File: src/rtl/pipe_pkg.sv
// Shared definitions for the ID/EX stage and its forwarding logic.
// Holds the ALU op encoding, operand-select enums, default widths and the
// packed payload carried in the ID/EX pipeline register.
package pipe_pkg;

  localparam int PIPE_XLEN   = 32;
  localparam int PIPE_REG_AW = 5;

  localparam logic [3:0] ALU_ADD  = 4'h0;
  localparam logic [3:0] ALU_SLL  = 4'h1;
  localparam logic [3:0] ALU_SLT  = 4'h2;
  localparam logic [3:0] ALU_SLTU = 4'h3;
  localparam logic [3:0] ALU_XOR  = 4'h4;
  localparam logic [3:0] ALU_SRL  = 4'h5;
  localparam logic [3:0] ALU_OR   = 4'h6;
  localparam logic [3:0] ALU_AND  = 4'h7;
  localparam logic [3:0] ALU_SUB  = 4'h8;
  localparam logic [3:0] ALU_PASSB = 4'h9;
  localparam logic [3:0] ALU_SRA  = 4'hD;

  typedef enum logic {
    A_SEL_RS1 = 1'b0,
    A_SEL_PC  = 1'b1
  } a_sel_e;

  typedef enum logic {
    B_SEL_RS2 = 1'b0,
    B_SEL_IMM = 1'b1
  } b_sel_e;

  // Payload widths follow the package defaults; the stage parameters must
  // stay at these values for the struct to line up with the ports.
  typedef struct packed {
    logic                   valid;
    logic                   rd_wren;
    logic                   is_load;
    logic [3:0]             alu_op;
    a_sel_e                 a_sel;
    b_sel_e                 b_sel;
    logic [PIPE_XLEN-1:0]   pc;
    logic [PIPE_XLEN-1:0]   rs1_data;
    logic [PIPE_XLEN-1:0]   rs2_data;
    logic [PIPE_XLEN-1:0]   imm;
    logic [PIPE_REG_AW-1:0] rs1_addr;
    logic [PIPE_REG_AW-1:0] rs2_addr;
    logic [PIPE_REG_AW-1:0] rd_addr;
  } id_ex_t;

endpackage

File: src/rtl/fwd_unit.sv
// Combinational operand forwarding for one source register.
// Ports:
//   src_addr_i / src_data_i    : source index and value held in ID/EX
//   mem_rd_addr_i/_wren_i/_data_i : EX/MEM producer
//   wb_rd_addr_i/_wren_i/_data_i  : MEM/WB producer
//   fwd_data_o                 : resolved operand value
module fwd_unit
  import pipe_pkg::*;
#(
  parameter int XLEN   = PIPE_XLEN,
  parameter int REG_AW = PIPE_REG_AW
) (
  input  logic [REG_AW-1:0] src_addr_i,
  input  logic [XLEN-1:0]   src_data_i,
  input  logic [REG_AW-1:0] mem_rd_addr_i,
  input  logic              mem_rd_wren_i,
  input  logic [XLEN-1:0]   mem_data_i,
  input  logic [REG_AW-1:0] wb_rd_addr_i,
  input  logic              wb_rd_wren_i,
  input  logic [XLEN-1:0]   wb_data_i,
  output logic [XLEN-1:0]   fwd_data_o
);

  // MEM is younger than WB, so it is checked first. x0 is hardwired zero
  // and never forwarded even if a producer claims to write it.
  always_comb begin
    fwd_data_o = src_data_i;
    if (mem_rd_wren_i && (mem_rd_addr_i != '0) && (mem_rd_addr_i == src_addr_i)) begin
      fwd_data_o = mem_data_i;
    end else if (wb_rd_wren_i && (wb_rd_addr_i != '0) && (wb_rd_addr_i == src_addr_i)) begin
      fwd_data_o = wb_data_i;
    end
  end

endmodule

File: src/rtl/id_ex_stage.sv
// ID/EX pipeline register with operand forwarding and load-use detection.
// Ports:
//   clk_i, rst_ni           : clock, async active-low reset
//   flush_i, stall_i        : kill entering instruction / hold EX contents
//   id_*                    : decoded instruction from ID
//   mem_*, wb_*             : EX/MEM and MEM/WB writeback producers
//   operand_a_o/_b_o, alu_op_o, store_data_o : to ALU / store path
//   ex_*                    : registered EX control and identity
//   stall_o                 : load-use stall request back to IF/ID
module id_ex_stage
  import pipe_pkg::*;
#(
  parameter int XLEN   = PIPE_XLEN,
  parameter int REG_AW = PIPE_REG_AW
) (
  input  logic              clk_i,
  input  logic              rst_ni,
  input  logic              flush_i,
  input  logic              stall_i,
  input  logic              id_valid_i,
  input  logic [XLEN-1:0]   id_pc_i,
  input  logic [XLEN-1:0]   id_rs1_data_i,
  input  logic [XLEN-1:0]   id_rs2_data_i,
  input  logic [XLEN-1:0]   id_imm_i,
  input  logic [REG_AW-1:0] id_rs1_addr_i,
  input  logic [REG_AW-1:0] id_rs2_addr_i,
  input  logic [REG_AW-1:0] id_rd_addr_i,
  input  logic [3:0]        id_alu_op_i,
  input  logic              id_a_sel_i,
  input  logic              id_b_sel_i,
  input  logic              id_rd_wren_i,
  input  logic              id_is_load_i,
  input  logic [REG_AW-1:0] mem_rd_addr_i,
  input  logic              mem_rd_wren_i,
  input  logic [XLEN-1:0]   mem_data_i,
  input  logic [REG_AW-1:0] wb_rd_addr_i,
  input  logic              wb_rd_wren_i,
  input  logic [XLEN-1:0]   wb_data_i,
  output logic [XLEN-1:0]   operand_a_o,
  output logic [XLEN-1:0]   operand_b_o,
  output logic [3:0]        alu_op_o,
  output logic [XLEN-1:0]   store_data_o,
  output logic [XLEN-1:0]   ex_pc_o,
  output logic [REG_AW-1:0] ex_rd_addr_o,
  output logic              ex_rd_wren_o,
  output logic              ex_is_load_o,
  output logic              ex_valid_o,
  output logic              stall_o
);

  id_ex_t            r_q;
  logic              w_hazard;
  logic [XLEN-1:0]   w_fwd_rs1;
  logic [XLEN-1:0]   w_fwd_rs2;

  // Both source fields are compared regardless of operand select; a
  // spurious stall on an unused field costs one cycle but keeps this simple.
  assign w_hazard = r_q.valid && r_q.is_load && (r_q.rd_addr != '0) && id_valid_i &&
                    ((id_rs1_addr_i == r_q.rd_addr) || (id_rs2_addr_i == r_q.rd_addr));

  assign stall_o = w_hazard && !flush_i;

  always_ff @(posedge clk_i or negedge rst_ni) begin
    if (!rst_ni) begin
      r_q        <= '0;
      r_q.alu_op <= ALU_ADD;
    end else if (flush_i) begin
      r_q.valid   <= 1'b0;
      r_q.rd_wren <= 1'b0;
      r_q.is_load <= 1'b0;
    end else if (stall_i) begin
      r_q <= r_q;
    end else if (w_hazard) begin
      // ID is held upstream by stall_o, so only the control bits need killing.
      r_q.valid   <= 1'b0;
      r_q.rd_wren <= 1'b0;
      r_q.is_load <= 1'b0;
    end else begin
      r_q.valid    <= id_valid_i;
      r_q.rd_wren  <= id_rd_wren_i && id_valid_i;
      r_q.is_load  <= id_is_load_i && id_valid_i;
      r_q.alu_op   <= id_alu_op_i;
      r_q.a_sel    <= a_sel_e'(id_a_sel_i);
      r_q.b_sel    <= b_sel_e'(id_b_sel_i);
      r_q.pc       <= id_pc_i;
      r_q.rs1_data <= id_rs1_data_i;
      r_q.rs2_data <= id_rs2_data_i;
      r_q.imm      <= id_imm_i;
      r_q.rs1_addr <= id_rs1_addr_i;
      r_q.rs2_addr <= id_rs2_addr_i;
      r_q.rd_addr  <= id_rd_addr_i;
    end
  end

  fwd_unit #(.XLEN(XLEN), .REG_AW(REG_AW)) u_fwd_rs1 (
    .src_addr_i    (r_q.rs1_addr),
    .src_data_i    (r_q.rs1_data),
    .mem_rd_addr_i (mem_rd_addr_i),
    .mem_rd_wren_i (mem_rd_wren_i),
    .mem_data_i    (mem_data_i),
    .wb_rd_addr_i  (wb_rd_addr_i),
    .wb_rd_wren_i  (wb_rd_wren_i),
    .wb_data_i     (wb_data_i),
    .fwd_data_o    (w_fwd_rs1)
  );

  fwd_unit #(.XLEN(XLEN), .REG_AW(REG_AW)) u_fwd_rs2 (
    .src_addr_i    (r_q.rs2_addr),
    .src_data_i    (r_q.rs2_data),
    .mem_rd_addr_i (mem_rd_addr_i),
    .mem_rd_wren_i (mem_rd_wren_i),
    .mem_data_i    (mem_data_i),
    .wb_rd_addr_i  (wb_rd_addr_i),
    .wb_rd_wren_i  (wb_rd_wren_i),
    .wb_data_i     (wb_data_i),
    .fwd_data_o    (w_fwd_rs2)
  );

  assign operand_a_o  = (r_q.a_sel == A_SEL_PC)  ? r_q.pc  : w_fwd_rs1;
  assign operand_b_o  = (r_q.b_sel == B_SEL_IMM) ? r_q.imm : w_fwd_rs2;
  assign store_data_o = w_fwd_rs2;
  assign alu_op_o     = r_q.alu_op;
  assign ex_pc_o      = r_q.pc;
  assign ex_rd_addr_o = r_q.rd_addr;
  assign ex_rd_wren_o = r_q.rd_wren;
  assign ex_is_load_o = r_q.is_load;
  assign ex_valid_o   = r_q.valid;

endmodule

File: config.mk
export PLATFORM = sky130hd
export DESIGN_NAME = id_ex_stage
export DESIGN_NICKNAME = d
export VERILOG_FILES = /design/src/rtl/pipe_pkg.sv /design/src/rtl/fwd_unit.sv /design/src/rtl/id_ex_stage.sv
export SDC_FILE = /design/constraint.sdc
export NUM_CORES = 1
export LEC_CHECK = 0
export CORE_MARGIN = 2
export CORE_UTILIZATION = 45
export CTS_BUF_LIST = sky130_fd_sc_hd__clkbuf_8
export DETAILED_ROUTE_END_ITERATION = 10
export DONT_BUFFER_PORTS = 1
export HOLD_SLACK_MARGIN = 0.1
export PLACE_DENSITY = 0.65
export SETUP_SLACK_MARGIN = 0.02
export SYNTH_ARGS = -nofsm -noshare
export SYNTH_HDL_FRONTEND = slang
export SYNTH_SLANG_ARGS = --single-unit
File: constraint.sdc
create_clock -name clk_i -period 2.1 [get_ports clk_i]
set_input_delay 0.21 -clock clk_i [delete_from_list [all_inputs] [get_ports clk_i]]
set_output_delay 0.21 -clock clk_i [all_outputs]
set_load 0.005 [all_outputs]
==> results.txt, run 1 <==
status: complete, but fails checks
failing checks: negative hold slack, negative setup slack
Synth Net Count: 1109
Post-synth EDFFs: 0
cell type with the largest total area after synthesis: dfrtp_1
first-pass GRT wire length: 52300 µm
CP max stage delay: 460 ps
vias in the first global route: 8768
post-synth cell types: 39
drt first pass iters: 5
Seq/Total Area, Yosys: 42.1%
DR vias/cell: 6.20
initial antenna violation count: 3
number of synthesis warnings: 0
max-capacitance violation count: 0
TritonCTS Buffers: 17
top cells by area, synth: dfrtp_1 (42%), mux2_2 (18%), nor2_1 (5.6%), a221oi_2 (5.0%), o31ai_1 (4.5%)
Max clock buf depth: 2
GR Layer Usage met2: 55.8%
period utilisation layout: 127%
Final WS setup: -561 ps
ys async rst share: 100%
M1 GR Usage: 38.1%
final setup fails: 96
Layout Nets: 1279
crit path kind: reg2out
Core Rows: 51
Core ar.: 0.0196 mm²
worst-path fanout max: 5
RSZ-0062 raised after global routing: true
area of the multi-input gates: 0.00596 mm²
commonest non-fill, non-tap cell in the layout: dlygate4sd3_1
dpl ws: -85.6 ps
leakage: 5.30 nW
Final ANT Viol Nets: 0
Mapped Area: 0.00903 mm²
register area: 0.00381 mm²
fill count: 1341
busiest grt layer: met2
GPL Wtd Cong: 0.845
final core occ: 69.7%
Mapped Avg Cell Area: 10.3 µm²
relative slew slack: 48.9%
Post-CTS Hold Fix Bufs: 158
PwrDens: 694 mW/mm²
DRC viols: 0
IO Count: 373
CTS root buf: clkbuf_8
most frequent cells in the layout: dlygate4sd3_1 (158), mux2_2 (148), dfrtp_1 (146)
H-tree levels: 4
clock sink total: 152
Fmax: 376 MHz
Final Critical Period: 2660 ps
# port buffers: 0
DR iter-0 viols: 449
share of the synthesized area in the top cell type: 42.1%
die height: 146 µm
CP Cell Sequence: buf_6 -> xnor2_2 -> nand4_1 -> buf_4 -> nor3_4 -> buf_6 -> buf_12 -> buf_12 -> a221oi_4 -> o31ai_2
Final Hold Fails: 152
placed wire-length estimate: 21100 µm
Primary FF master, synth: dfrtp_1
TritonCTS clock tree: done
Tightest Pin Transition: 767 ps
wire per inst: 27.0 µm
Worst Skew: 17.5 ps
Slew Limit Fails: 0
CP Launch Type: flop
Remaining Overflow, GRT: 0
clock transition at the registers of the reported paths: 90 ps
DRT Wirelength: 35800 µm
Slowest-stage cell, CP: dfrtp_2
Critical Path AT: 2450 ps
Synth Register Bits: 152
GR Util met3: 8.78%
Setup crit end kind: output port
hold crit path type: in2async
Synth Instances: 877
Initial Util: 46.1%
via count: 8234
P&R area growth vs syn: 51.3%
Peak supply drop: 0.399 mV
largest net degree at the start of global routing: 153
layout cell share with drive strength beyond 1: 46.0%
Final Hold Slack: -574 ps
GRT Util Overall: 32.1%
die width: 146 µm
die area: 0.0212 mm²
worst skew pair latency: 470 ps
Worst Path Required: 1890 ps
[state kept, by name, indices dropped and copies added (netlist names)]
signal	cells
r_q	108
ex_pc_o	32
ex_rd_addr_o	5
alu_op_o	4
ex_is_load_o	1
ex_rd_wren_o	1
ex_valid_o	1
[kinds of logic (layout without fill, tap and decap cells)]
| family | Yosys count | count (layout) | share of synthesized area, % |
|---|---|---|---|
| and+or+nand+nor | 295 | 295 | 14.3 |
| DFF | 152 | 152 | 42.1 |
| muxes | 148 | 148 | 18.5 |
| AOI/OAI and AO/OA | 139 | 139 | 15.1 |
| buffers and inverters | 117 | 300 | 7.47 |
| xor gates and xnor gates | 26 | 26 | 2.52 |
| other | 0 | 3 | 0 |
[worst max-delay path, delay by kind of cell, from the launching register on]
| family | cells | cell delay (ps) |
|---|---|---|
| buf+inv | 5 | 710 |
| flops | 1 | 460 |
| compound gates | 2 | 420 |
| simple gates | 2 | 290 |
| xor+xnor | 1 | 100 |
[path summary, 6_finish.rpt]
path | startpoint | end | slack (ps) | cells past startpoint
min in group clk_i | id_valid_i | ex_valid_o | 190 | 4
worst max-delay path | r_q[11] | operand_a_o[1] | -560 | 10
worst max register to register | ex_rd_addr_o[2] | ex_rd_wren_o | 80 | 6
max in group asynchronous | rst_ni | r_q[51] | 2460 | 0
worst min register to register | r_q[30] | r_q[30] | 520 | 1
worst min-delay path | rst_ni | ex_rd_addr_o[3] | -570 | 0
[report_power, final]
part / switching (mW) / internal [mW] / total [mW]
Combinational: 1.45 / 1.79 / 3.24
Clock: 1.24 / 1.13 / 2.37
Sequential: 0.509 / 3.35 / 3.86
Total: 3.20 / 6.28 / 9.48
[synthesized netlist by cell type (2+ instances only)]
cell      count
o22ai_1       2
and2_1        2
dfrtp_1     152
and3_1       32
buf_2        32
xnor2_1      21
o31ai_1      54
buf_6         5
nor2b_1       3
clkbuf_1     36
inv_1         2
a221oi_2     30
nand2_1      71
o31ai_2      10
o21ai_0       2
a221oi_1     34
xor2_1        5
nor2_1      134
nand3_1      38
buf_4        42
nand2b_1      3
nor3_1        2
mux2_2      148
nand4_1       2
[repair_timing]
item,4_1_cts,5_1_grt
pin swaps,58,48
setup endpoints to repair,97,98
setup buffers,19,21
resized for setup,199,86
gates cloned,10,5
hold endpoints to repair,304,152
[through the flow]
step / total power, mW / std cells / TNS, ps / instance area (µm²)
after floorplan: 5.38 / 877 / 0 / 9030
after global placement: 5.91 / 1088 / -152 / 9540
after detailed placement: 5.95 / 1088 / -406 / 9540
after CTS: 9.08 / 1307 / -44960 / 13000
after global routing: 9.87 / 1328 / -52970 / 13700
final: 9.48 / 1328 / -42800 / 13700
[cell type report]
cell class                      instances  area share, %
Tap cell                              265           2.43
Antenna cell                            3         0.0550
Clock buffer                           19           1.91
Clock inverter                         13           1.05
Multi-Input combinational cell        608           43.7
Timing Repair Buffer                  266           22.9
Inverter                                2         0.0550
Sequential cell                       152           27.9
[routing by layer]
layer / wire [µm] / vias to the layer above
met1: 13500 / 4165
met5: 0 / -
li1: - / 3499
met4: 1240 / 0
met3: 2860 / 102
met2: 18200 / 468
(Power assumes the default switching activity.)
==> run 2, diff against run 1 <==
--- a/config.mk
+++ b/config.mk
@@ -13,6 +13,7 @@
 export HOLD_SLACK_MARGIN = 0.1
 export PLACE_DENSITY = 0.65
 export SETUP_SLACK_MARGIN = 0.02
+export SLEW_MARGIN = 25
 export SYNTH_ARGS = -nofsm -noshare
 export SYNTH_HDL_FRONTEND = slang
 export SYNTH_SLANG_ARGS = --single-unit
==> results of run 2 <==
No change in the layout: final DEF, timing and power equal those of run 1.
